<file path="config.mk">
export PLATFORM = sky130hd
export DESIGN_NAME = mole_spawner
export DESIGN_NICKNAME = d
export VERILOG_FILES = /design/src/rtl/mole_spawner.sv
export SDC_FILE = /design/constraint.sdc
export NUM_CORES = 1
export LEC_CHECK = 0
export CAP_MARGIN = 20
export CORE_UTILIZATION = 45
export CTS_BUF_LIST = sky130_fd_sc_hd__clkbuf_4 sky130_fd_sc_hd__clkbuf_8
export DETAILED_ROUTE_END_ITERATION = 10
export PLACE_DENSITY = 0.66
export RECOVER_POWER = 25
export SYNTH_ARGS = -nofsm -noshare
export SYNTH_HDL_FRONTEND = slang
export SYNTH_SLANG_ARGS = --single-unit
</file>
<file path="constraint.sdc">
create_clock -name clk -period 3.8 [get_ports clk]
set_input_delay 0.76 -clock clk [delete_from_list [all_inputs] [get_ports clk]]
set_output_delay 0.76 -clock clk [all_outputs]
set_load 0.03 [all_outputs]
</file>
<file path="src/rtl/mole_spawner.sv">
// -----------------------------------------------------------------------------
// mole_spawner
//
// Purpose:
//   Game-play stage for the whack-a-mole board. Uses the free-running value
//   from the rng block to pick the idle gap before each mole and the LED it
//   appears on. It scores debounced whacks, counts misses (expiries plus wrong
//   whacks) and ends the game once the miss count reaches MAX_MISSES. Each
//   correct hit shortens the mole lifetime, down to a floor.
//
// Ports:
//   clk           in   system clock
//   reset_n       in   asynchronous active-low reset
//   start         in   one-cycle pulse; clears score/misses, starts a game
//   enable        in   level; low forces IDLE and freezes score/misses
//   random_value  in   [W-1:0] random value from the rng block
//   hit_valid     in   one-cycle debounced whack pulse
//   hit_index     in   [4:0] mole targeted by the whack
//   mole_leds     out  [NUM_MOLES-1:0] one-hot lit mole, zero when none is up
//   mole_active   out  high while a mole is up
//   score         out  [7:0] successful hits, saturating at 255
//   misses        out  [7:0] expiries plus wrong whacks
//   game_over     out  high once the miss limit has been reached
// -----------------------------------------------------------------------------
module mole_spawner #(
  parameter int NUM_MOLES    = 18,     // 2..32
  parameter int TICKS_PER_MS = 50000,
  parameter int MAX_MS       = 2047,
  parameter int MIN_GAP_MS   = 200,    // >= 1
  parameter int LIFE_MS      = 1000,
  parameter int LIFE_STEP_MS = 50,
  parameter int MIN_LIFE_MS  = 250,
  parameter int MAX_MISSES   = 3,
  // Width of the ms counter, lifetime and random_value. Must be >= 5 because
  // the mole position is taken from random_value[4:0].
  localparam int W           = $clog2(MAX_MS)
) (
  input  logic                 clk,
  input  logic                 reset_n,
  input  logic                 start,
  input  logic                 enable,
  input  logic [W-1:0]         random_value,
  input  logic                 hit_valid,
  input  logic [4:0]           hit_index,
  output logic [NUM_MOLES-1:0] mole_leds,
  output logic                 mole_active,
  output logic [7:0]           score,
  output logic [7:0]           misses,
  output logic                 game_over
);

  localparam int PW = (TICKS_PER_MS > 1) ? $clog2(TICKS_PER_MS) : 1;

  typedef enum logic [2:0] {
    S_IDLE,
    S_GAP,
    S_SPAWN,
    S_UP,
    S_OVER
  } state_t;

  state_t                 state_q,       state_d;
  logic [PW-1:0]          presc_q,       presc_d;
  logic [W-1:0]           ms_q,          ms_d;
  logic [4:0]             pos_q,         pos_d;
  logic [W-1:0]           lifetime_q,    lifetime_d;
  logic [7:0]             score_q,       score_d;
  logic [7:0]             misses_q,      misses_d;
  logic [NUM_MOLES-1:0]   mole_leds_q,   mole_leds_d;
  logic                   mole_active_q, mole_active_d;
  logic                   game_over_q,   game_over_d;

  logic                   in_run;
  logic                   ms_tick;
  logic [W:0]             gap_sum;
  logic [W-1:0]           gap_load;
  logic [4:0]             pos_raw;
  logic [4:0]             pos_wrap;
  logic                   hit_match;
  logic [7:0]             score_sat;
  logic [7:0]             misses_inc;
  logic [W-1:0]           lifetime_dec;
  logic [NUM_MOLES-1:0]   pos_onehot;

  // ---------------------------------------------------------------------------
  // Datapath helpers
  // ---------------------------------------------------------------------------
  // The prescaler only runs while a timed state is active.
  assign in_run  = (state_q == S_GAP) || (state_q == S_UP);
  assign ms_tick = in_run && (presc_q == PW'(TICKS_PER_MS - 1));

  // Gap length: MIN_GAP_MS + random_value, one bit wider so the sum cannot
  // wrap, then clamped to MAX_MS.
  assign gap_sum  = {1'b0, random_value} + (W+1)'(MIN_GAP_MS);
  assign gap_load = (gap_sum > (W+1)'(MAX_MS)) ? W'(MAX_MS) : gap_sum[W-1:0];

  // A 5-bit value is below 2*NUM_MOLES for the supported sizes of interest,
  // so a single conditional subtraction folds it into range.
  assign pos_raw  = random_value[4:0];
  assign pos_wrap = ({27'd0, pos_raw} >= NUM_MOLES) ? (pos_raw - 5'(NUM_MOLES)) : pos_raw;

  // Out-of-range indices are rejected explicitly so they can never alias.
  assign hit_match = (hit_index == pos_q) && ({27'd0, hit_index} < NUM_MOLES);

  assign score_sat  = (score_q  == 8'hFF) ? score_q  : score_q  + 8'd1;
  assign misses_inc = (misses_q == 8'hFF) ? misses_q : misses_q + 8'd1;

  assign lifetime_dec = (int'(lifetime_q) >= (MIN_LIFE_MS + LIFE_STEP_MS))
                        ? (lifetime_q - W'(LIFE_STEP_MS))
                        : W'(MIN_LIFE_MS);

  // One-hot decode of the next position, one comparator per LED.
  for (genvar gi = 0; gi < NUM_MOLES; gi++) begin : g_onehot
    assign pos_onehot[gi] = (pos_d == 5'(gi));
  end

  // ---------------------------------------------------------------------------
  // Next-state logic
  // ---------------------------------------------------------------------------
  always_comb begin
    state_d    = state_q;
    presc_d    = presc_q;
    ms_d       = ms_q;
    pos_d      = pos_q;
    lifetime_d = lifetime_q;
    score_d    = score_q;
    misses_d   = misses_q;

    if (!enable) begin
      // Pause: everything except the state holds; start is ignored.
      state_d = S_IDLE;
    end else begin
      case (state_q)
        S_IDLE, S_OVER: begin
          if (start) begin
            score_d    = '0;
            misses_d   = '0;
            lifetime_d = W'(LIFE_MS);
            state_d    = S_GAP;
          end
        end

        S_GAP: begin
          if (ms_q == '0) begin
            state_d = S_SPAWN;
          end else if (ms_tick) begin
            ms_d = ms_q - 1'b1;
          end
        end

        S_SPAWN: begin
          pos_d   = pos_wrap;
          ms_d    = lifetime_q;
          state_d = S_UP;
        end

        S_UP: begin
          // The lifetime keeps running through a wrong whack.
          if (ms_tick && (ms_q != '0)) begin
            ms_d = ms_q - 1'b1;
          end
          if (hit_valid && hit_match) begin
            // A correct hit wins even on the expiry cycle.
            score_d    = score_sat;
            lifetime_d = lifetime_dec;
            state_d    = S_GAP;
          end else if (hit_valid || (ms_q == '0)) begin
            // Wrong whack (mole stays up) or expiry (mole goes down).
            misses_d = misses_inc;
            if (misses_inc >= 8'(MAX_MISSES)) begin
              state_d = S_OVER;
            end else if (!hit_valid) begin
              state_d = S_GAP;
            end
          end
        end

        default: state_d = S_IDLE;
      endcase
    end

    // Prescaler restarts on every state change so each state times from zero.
    if (state_d != state_q) begin
      presc_d = '0;
    end else if (in_run) begin
      presc_d = ms_tick ? '0 : (presc_q + 1'b1);
    end

    // Every entry into GAP draws a fresh random gap.
    if ((state_d == S_GAP) && (state_q != S_GAP)) begin
      ms_d = gap_load;
    end
  end

  // Outputs are decoded from the next state so the registered copies line up
  // with state_q and never see a combinational path from the inputs.
  assign mole_leds_d   = (state_d == S_UP) ? pos_onehot : '0;
  assign mole_active_d = (state_d == S_UP);
  assign game_over_d   = (state_d == S_OVER);

  // ---------------------------------------------------------------------------
  // Registers
  // ---------------------------------------------------------------------------
  always_ff @(posedge clk or negedge reset_n) begin
    if (!reset_n) begin
      state_q       <= S_IDLE;
      presc_q       <= '0;
      ms_q          <= '0;
      pos_q         <= '0;
      lifetime_q    <= W'(LIFE_MS);
      score_q       <= '0;
      misses_q      <= '0;
      mole_leds_q   <= '0;
      mole_active_q <= 1'b0;
      game_over_q   <= 1'b0;
    end else begin
      state_q       <= state_d;
      presc_q       <= presc_d;
      ms_q          <= ms_d;
      pos_q         <= pos_d;
      lifetime_q    <= lifetime_d;
      score_q       <= score_d;
      misses_q      <= misses_d;
      mole_leds_q   <= mole_leds_d;
      mole_active_q <= mole_active_d;
      game_over_q   <= game_over_d;
    end
  end

  assign mole_leds   = mole_leds_q;
  assign mole_active = mole_active_q;
  assign score       = score_q;
  assign misses      = misses_q;
  assign game_over   = game_over_q;

endmodule

</file>
# ---- Word level (Yosys, flattened, before mapping)
# Cells that the tools add are included.
dict set report classes {
  addsub 7
  magnitude_cmp 5
  eq_ne 38
  n_mux 34
  reduce_logical 20
}
# cell n
set ops {}
lappend ops {{11-bit 2-to-1 mux} 9}
lappend ops {{16-bit 2-to-1 mux} 3}
lappend ops {{8-bit 2-to-1 mux} 6}
lappend ops {{5-bit by 4-bit == test with 1-bit output (second input constant)} 8}
lappend ops {{11-bit case mux with 3 select lines} 1}
lappend ops {{8-bit case mux with 2 select lines} 2}
lappend ops {{11-bit case mux with 2 select lines} 1}
lappend ops {{3-bit 2-to-1 mux} 7}
lappend ops {{5-bit by 3-bit == test with 1-bit output (second input constant)} 4}
lappend ops {{18-bit 2-to-1 mux} 1}
lappend ops {{16-bit by 1-bit adder with 16-bit output (second input constant)} 1}
lappend ops {{8-bit by 1-bit adder with 8-bit output (second input constant)} 2}
lappend ops {{16-bit == test (second input constant)} 1}
lappend ops {{8-bit == test (second input constant)} 2}
lappend ops {{5-bit 2-to-1 mux} 3}
lappend ops {{5-bit AND reduction} 3}
lappend ops {{11-bit by 8-bit adder with 12-bit output (second input constant)} 1}
lappend ops {{12-bit by 11-bit greater-than comparator with 1-bit output (second input constant)} 1}
lappend ops {{3-bit case mux with 4 select lines} 1}
lappend ops {{11-bit by 9-bit >= comparator with 1-bit output (second input constant)} 1}
lappend ops {{11-bit logical NOT} 1}
lappend ops {{11-bit nonzero test} 1}
lappend ops {{11-bit by 1-bit subtractor with 11-bit output (second input constant)} 1}
lappend ops {{11-bit by 6-bit subtractor with 11-bit output (second input constant)} 1}
lappend ops {{other kinds (24)} 42}
dict set report word_totals {
  regBits 82
  out_inout_bits 36
  elab_cells 114
}

# ---- Logic depth before layout (Yosys ltp)
# Gate-level depths: netlist of the first run.
dict set report logic_depth {
  ltp_word 12
  ltp_mapped 10
  mapped_depth_nobuf 9
}

# ---- Worst setup path before layout of the first run
# Ideal clock, no wire load.
dict set report synth_timing {
  kind {reg2reg}
  from {reg misses_q[3], in the netlist misses[3]}
  to {reg ms_q[7]}
  setup_ps 125
  t_arrival_ps 2650
  required_ps 3675
  setup_slack_ps 1024
  path_stages_with_launch 9
  path_buffers 2
  cell_sequence {dfrtp_1 clkbuf_1 and3_1 mux2_1 a222oi_1 and4_1 o221ai_2 buf_6 mux2_4}
}
dict set report synth_via {
  elab_chain_len 12
  elab_cells_between_ends 18
}
# item line
set synth_lines {}
lappend synth_lines {{start: declaration} 68} ;# logic [7:0] misses_q, misses_d;
lappend synth_lines {{start signal: assignment} 223} ;# misses_q <= misses_d;
lappend synth_lines {{8-bit by 1-bit adder with 8-bit output or 8-bit == test (tied branches)} 106} ;# assign misses_inc = (misses_q == 8'hFF) ? misses_q : misses_q + 8'd1;
lappend synth_lines {{8-bit 2-to-1 mux *} 106}
lappend synth_lines {{8-bit by 2-bit >= comparator with 1-bit output *} 170} ;# if (misses_inc >= 8'(MAX_MISSES)) begin
lappend synth_lines {{3-bit 2-to-1 mux *} 170}
lappend synth_lines {{3-bit 2-to-1 mux *} 167} ;# end else if (hit_valid || (ms_q == '0)) begin
lappend synth_lines {{3-bit 2-to-1 mux *} 162} ;# if (hit_valid && hit_match) begin
lappend synth_lines {{3-bit case mux with 4 select lines *} 133} ;# case (state_q)
lappend synth_lines {{3-bit 2-to-1 mux *} 129} ;# if (!enable) begin
lappend synth_lines {{3-bit by 1-bit == test with 1-bit output *} 190} ;# if ((state_d == S_GAP) && (state_q != S_GAP)) begin
lappend synth_lines {{1-bit logical AND *} 190}
lappend synth_lines {{3-bit by 1-bit != test with 1-bit output (no line), or another cell as far along} n/a}
lappend synth_lines {{5-bit AND reduction (no line)} n/a}
lappend synth_lines {{end signal: assignment} 219} ;# ms_q <= ms_d;
lappend synth_lines {{end: declaration} 64} ;# logic [W-1:0] ms_q, ms_d;
# Mark *: on every way between the ends. The rest lies on a longest branch, timed or not.
# A chain may end at the register's enable or synchronous reset.

# ---- Worst setup path after layout of the first run
dict set report layout_timing {
  from {reg ms_q[6]}
  to {reg ms_q[5]}
}
dict set report layout_via {
  elab_chain_len 10
  elab_cells_between_ends 18
}
# item line
set layout_lines {}
lappend layout_lines {{11-bit logical NOT} {144, 167}}
lappend layout_lines {{1-bit logical OR} 167}
lappend layout_lines {{3-bit 2-to-1 mux} 167}
lappend layout_lines {{3-bit 2-to-1 mux} 162}
lappend layout_lines {{3-bit case mux with 4 select lines} 133}
lappend layout_lines {{3-bit 2-to-1 mux} 129}
lappend layout_lines {{3-bit by 1-bit == test with 1-bit output} 190}
lappend layout_lines {{1-bit logical AND} 190}
lappend layout_lines {{3-bit by 1-bit != test with 1-bit output (no line), or another cell as far along} n/a}
lappend layout_lines {{5-bit AND reduction (no line)} n/a}
# Parallel ways exist; a longest one is shown, timed or not.

==> impl_metrics.tcl, run 1 <==
set metrics [dict create \
    outcome "complete, but fails checks" \
    violations "capacitance limit, slew limit" \
    drt_wl_total_um 13000 \
    p_clk_share_pct 34.4 \
    path_cells "or4_1 > or4_1 > a21oi_4 > a21oi_1 > o221ai_2 > mux2_2" \
    stdcell_count 765 \
    drtPass1Iterations 5 \
    setup_viol 0 \
    cts_buffer_depth 2 \
    combPwrFrac_pct 15.0 \
    hpwl_um 9020 \
    start_kind "flip-flop" \
    initial_core_util_pct 46.2 \
    synth-async-reset-ratio_pct 100 \
    fin_ws_ns 0.575 \
    post-synth-top-count-cell "dfrtp_1" \
    synthesis.nets 601 \
    synth_largest_area_cell "dfrtp_1" \
    ys_seq_area_share_pct 40.8 \
    hold_path_class "primary input to async pin" \
    grt_max_degree 82 \
    tightestPinTransition_ns 1.77 \
    p_per_area_nw_per_um2 324 \
    fin_crit_sh_pct 84.9 \
    num_io_pins 57 \
    p_sw_mw 0.555 \
    layout-drive-gt1-share_pct 8.16 \
    insertion_delay_ns 0.37 \
    yosys-top-cells-count "75 x dfrtp_1, 46 x nor3_1, 45 x nor2_1, 45 x o21ai_0, 39 x nand2_1" \
    htree_levels 3 \
    worst_path_most_repeated_cell "or4_1" \
    grt.total_usage_pct 24.4 \
    max_stage_delay_ns 0.70 \
    dp.cells 747 \
    num_vias 4594 \
    power.share.sequential_pct 50.6 \
    grt_overflow 0 \
    cp_max_fo 11 \
    synthesis.area_um2 4980 \
    critPathArrivalTime_ns 3.47 \
    slew_violations 72 \
    multiInputGateArea_um2 2740 \
    leakage_nw 2.42 \
    cp_top_family "simple AND/OR/NAND/NOR gates" \
    grt_pass1_wl_um 22300 \
    drt_iter0_drc 351 \
    post_drt_via_cell_ratio 6.01 \
    synth_edf_count 0 \
    critPathBufInv 0 \
    rsz0062_at_grt "no" \
    nFillCells 978 \
    tritoncts "yes" \
    fin_util_pct 54.2 \
    slew_headroom_pct -18.2 \
    synth_cell_type_count 70 \
    skew_ns 0.0137 \
    synth.top_cell.area_share_pct 37.7 \
    diodes 0 \
    cts_root_buffer "clkbuf_8" \
    die_h_um 107 \
    cts-resized-gates 0 \
    gp_congestion 0.832 \
    holdWs_ns 0.363 \
    dp_slack_ns 0.355 \
    postSynthCellCount 572 \
    cts_hold_buf 0 \
    cts_buffers 9 \
    endpoint_kind "flip-flop" \
    io_buffers 56 \
    synth.avg_cell_area_um2 8.71 \
    finalNetCount 649 \
    reg2reg_from "ms_q[6]" \
    synthTopCellsByArea "dfrtp_1 38%, nor3_1 4.6%, o21ai_0 4.5%" \
    cap_violations 1 \
    fin_tns_setup_ns 0 \
    drc 0 \
    antenna_found_initial 0 \
    synthFlopType "dfrtp_1" \
    startpoint "ms_q[6]" \
    grt_pass1_vias 4417 \
    fp.coreArea_um2 10800 \
    period_minus_slack_ns 3.23 \
    area_delta_synth_final_pct 17.5 \
    cp.required_ns 4.05 \
    power.internal_mw 1.34 \
    yosys_warnings 0 \
    fmax_mhz 310 \
    critPathKind "flip-flop to flip-flop" \
    ant_nets 0 \
    hold_viol 0 \
    peakVddDrop_uv 223 \
    regArea_um2 2030 \
    die-area_um2 11500 \
    row_count 38 \
    cts.sinks 81 \
    swShare_pct 29.3 \
    ys_seq_elements 81 \
    path_clk_slew_ns 0.08 \
    wl_per_cell_um 17.0 \
    critPathSlowestCell "o221ai_2" \
    postCtsSetupBuffers 0 \
    fp.dieW_um 107 \
]
[worst paths after layout]
path | slack (ns) | depth (start not counted) | end
worst max-delay path | 0.57 | 6 | ms_q[5]
worst min-delay path | 0.36 | 1 | ms_q[8]
worst max register to register | 0.57 | 6 | ms_q[5]
worst min register to register | 0.54 | 2 | lifetime_q[8]
max in group asynchronous | 1.29 | 2 | ms_q[5]
min in group clk | 0.54 | 2 | lifetime_q[8]
[kinds of logic (layout without fill, tap and decap cells)]
logic type | after synthesis | after routing | synth area share, %
DFF | 81 | 81 | 40.8
adders and majority gates | 8 | 8 | 2.01
xor gates and xnor gates | 8 | 8 | 1.41
AOI/OAI and AO/OA | 157 | 157 | 20.5
muxes | 20 | 20 | 4.40
buffers and inverters | 50 | 103 | 4.14
and+or+nand+nor | 248 | 248 | 26.7
[placed cells by master (no fill, tap or decap), types with 9 or more instances in the layout]
cell and count:
dfrtp_1 75, clkdlybuf4s50_1 55, nor3_1 46, nor2_1 45, o21ai_0 45, nand2_1 39
a21oi_1 36, inv_1 22, nand3_1 18, mux2i_1 14, and3_1 12, nor2b_1 12
a31oi_1 12, nand4_1 10, or4_1 9, a22oi_1 9, clkbuf_8 9
[through the flow]
stage	total power [mW]	instance area (um^2)
after floorplan	1.15	4980
after global routing	1.99	5850
after global placement	1.25	5640
after detailed placement	1.25	5640
final	1.89	5850
after CTS	1.91	5840
[layout make-up]
type | count | area share [%]
tap | 140 | 2.99
inverter | 22 | 1.41
sequential | 81 | 34.8
multi-input combinational | 441 | 46.8
clock buffer | 10 | 2.25
timing repair buffer | 65 | 10.6
clock inverter | 6 | 1.15
[layer usage]
layer  vias to the layer above  GRT usage, %  part of all wire, %
met2                       116          38.1                   45
met4                         0          7.83                  1.8
met5                         -             0                    0
li1                       2231             -                    -
met3                        23          6.44                  5.7
met1                      2224          32.8                   47
[power by group through the flow]
stage / Combinational, mW / Clock (mW) / Sequential [mW]
after floorplan: 0.193 / 0 / 0.958
after global placement: 0.273 / 0 / 0.972
after detailed placement: 0.280 / 0 / 0.974
after CTS: 0.282 / 0.669 / 0.957
after global routing: 0.317 / 0.707 / 0.968
final: 0.284 / 0.651 / 0.959
[sequential cells by signal, summed over array words and instances, names as in the netlist]
| register | count |
|---|---|
| mole_active | 1 |
| ms_q | 11 |
| lifetime_q | 10 |
| presc_q | 16 |
| score | 8 |
| game_over | 1 |
| mole_leds | 18 |
| pos_q | 5 |
| state_q | 3 |
| misses | 8 |
Note: power is estimated with default switching activity, not from simulation.
==> inputs of run 2 (changes only) <==
- PLACE_DENSITY: 0.66 -> 0.69
- clock period: 3.8 -> 2.72 ns (I/O delays scaled with it)
==> impl_metrics.tcl, run 2 (same netlist as run 1, synthesis figures left out) <==
set metrics [dict create \
    outcome "complete, but fails checks" \
    violations "capacitance limit, slew limit" \
    critPathSlowestCell "dfrtp_2" \
    regArea_um2 2040 \
    cts_buffers 9 \
    antenna_found_initial 0 \
    fp.coreArea_um2 10800 \
    tightestPinTransition_ns 2.02 \
    period_minus_slack_ns 2.61 \
    rsz0062_at_grt "no" \
    path_cells "buf_4 > and3_2 > a31o_1 > a222oi_1 > buf_4 > nand2_1 > o221ai_4 > mux2_2" \
    nFillCells 914 \
    cts_buffer_depth 2 \
    finalNetCount 705 \
    grt_max_degree 82 \
    p_per_area_nw_per_um2 433 \
    die_h_um 107 \
    post_drt_via_cell_ratio 5.92 \
    grt.total_usage_pct 24.6 \
    endpoint_kind "flip-flop" \
    slew_violations 82 \
    row_count 38 \
    grt_pass1_wl_um 22400 \
    crit_cells 8 \
    fmax_mhz 383 \
    path_clk_slew_ns 0.08 \
    fin_tns_setup_ns 0 \
    critPathKind "flip-flop to flip-flop" \
    hold_viol 0 \
    area_delta_synth_final_pct 28.0 \
    final_cell_mix "71 x dfrtp_1, 60 x buf_4, 55 x clkdlybuf4s50_1" \
    cts.sinks 81 \
    multiInputGateArea_um2 2790 \
    grt_overflow 0 \
    worst-r2r-cell-count 8 \
    fp.dieW_um 107 \
    drc 0 \
    worst_path_most_repeated_cell "buf_4" \
    diodes 0 \
    min_delay_path_depth 2 \
    setup_viol 0 \
    hold_path_class "flip-flop to flip-flop" \
    num_vias 4859 \
    cp_top_family "compound AO/OA/AOI/OAI gates" \
    drtPass1Iterations 5 \
    drt_iter0_drc 387 \
    cp_max_fo 8 \
    hpwl_um 9550 \
    critPathBufInv 2 \
    initial_core_util_pct 46.2 \
    layout_commonest_cell "dfrtp_1" \
    critPathArrivalTime_ns 2.87 \
    holdWs_ns 0.532 \
    start_kind "flip-flop" \
    postCtsSetupBuffers 0 \
    leakage_nw 2.72 \
    skew_ns 0.0164 \
    wl_per_cell_um 16.2 \
    max_stage_delay_ns 0.41 \
    cap_violations 1 \
    grt_pass1_vias 4759 \
    layout-drive-gt1-share_pct 17.3 \
    drt_wl_total_um 13300 \
    fin_crit_sh_pct 96.1 \
    insertion_delay_ns 0.38 \
    slew_headroom_pct -34.9 \
    htree_levels 3 \
    peakVddDrop_uv 323 \
    largest_reg_flops 18 \
    die-area_um2 11500 \
    tritoncts "yes" \
    cp.required_ns 2.97 \
    cts_root_buffer "clkbuf_8" \
    num_io_pins 57 \
    io_buffers 56 \
    ant_nets 0 \
    gp_congestion 0.885 \
]
run 2: cell count changes in the layout (fill, tap and decap cells not counted), moves of 3 or more:
cell / delta
dfrtp_1: -4
buf_4: +52
buf_12: +3
dfrtp_2: +4
run 2: worst register-to-register path, cell delays in order, from the launching register on:
cell and delay [ns]:
dfrtp_2 0.41, buf_4 0.15, and3_2 0.27, a31o_1 0.25
a222oi_1 0.36, buf_4 0.20, nand2_1 0.11, o221ai_4 0.36
mux2_2 0.38
run 2: final cells by class:
type,count,share of cell area [%]
clock buffers,10,2.16
clock inverters,6,1.14
inverters,22,1.29
multi-input cells,441,43.7
flip-flops and latches,81,32.0
well taps,140,2.75
repair buffers,121,17.0
run 2: through the flow:
stage                     util, %  total power [mW]  setup slack (ns)  instance area (um^2)  std cells
after floorplan                 -              1.61            0.0607                  4990        572
after global placement       56.8              1.83           -0.0974                  6130        805
after detailed placement     56.8              1.85            -0.179                  6130        805
after CTS                    58.9              2.78            0.0474                  6350        821
after global routing         59.1              2.90           0.00456                  6380        821
final                        59.1              2.76             0.107                  6380        821
run 2: report_power, final:
part | total (mW) | internal (mW) | switching (mW)
Combinational | 0.514 | 0.242 | 0.273
Clock | 0.927 | 0.458 | 0.468
Sequential | 1.32 | 1.26 | 0.0556
Total | 2.76 | 1.96 | 0.797
run 2: timing repair:
| item | CTS | global route |
|---|---|---|
| pin swaps | 0 | 1 |
| resized for setup | 1 | 11 |
| setup endpoints to repair | 2 | 17 |
| hold buffers | 0 | 0 |
run 2: worst paths after layout:
| path | startpoint | end | slack (ns) |
|---|---|---|---|
| worst min register to register | lifetime_q[8] | lifetime_q[8] | 0.53 |
| min in group asynchronous | reset_n | presc_q[8] | 0.86 |
| max in group asynchronous | reset_n | misses[0] | 0.53 |
| worst min-delay path | lifetime_q[8] | lifetime_q[8] | 0.53 |
| worst max-delay path | misses[0] | ms_q[5] | 0.11 |
| worst max register to register | misses[0] | ms_q[5] | 0.11 |
run 2: metal layers:
metal	global-route usage, %	wire length (um)	vias up
met5	0	0	-
met2	39.5	6200	174
met4	11.2	325	0
li1	-	-	2353
met3	6.44	856	31
met1	31.1	5890	2301
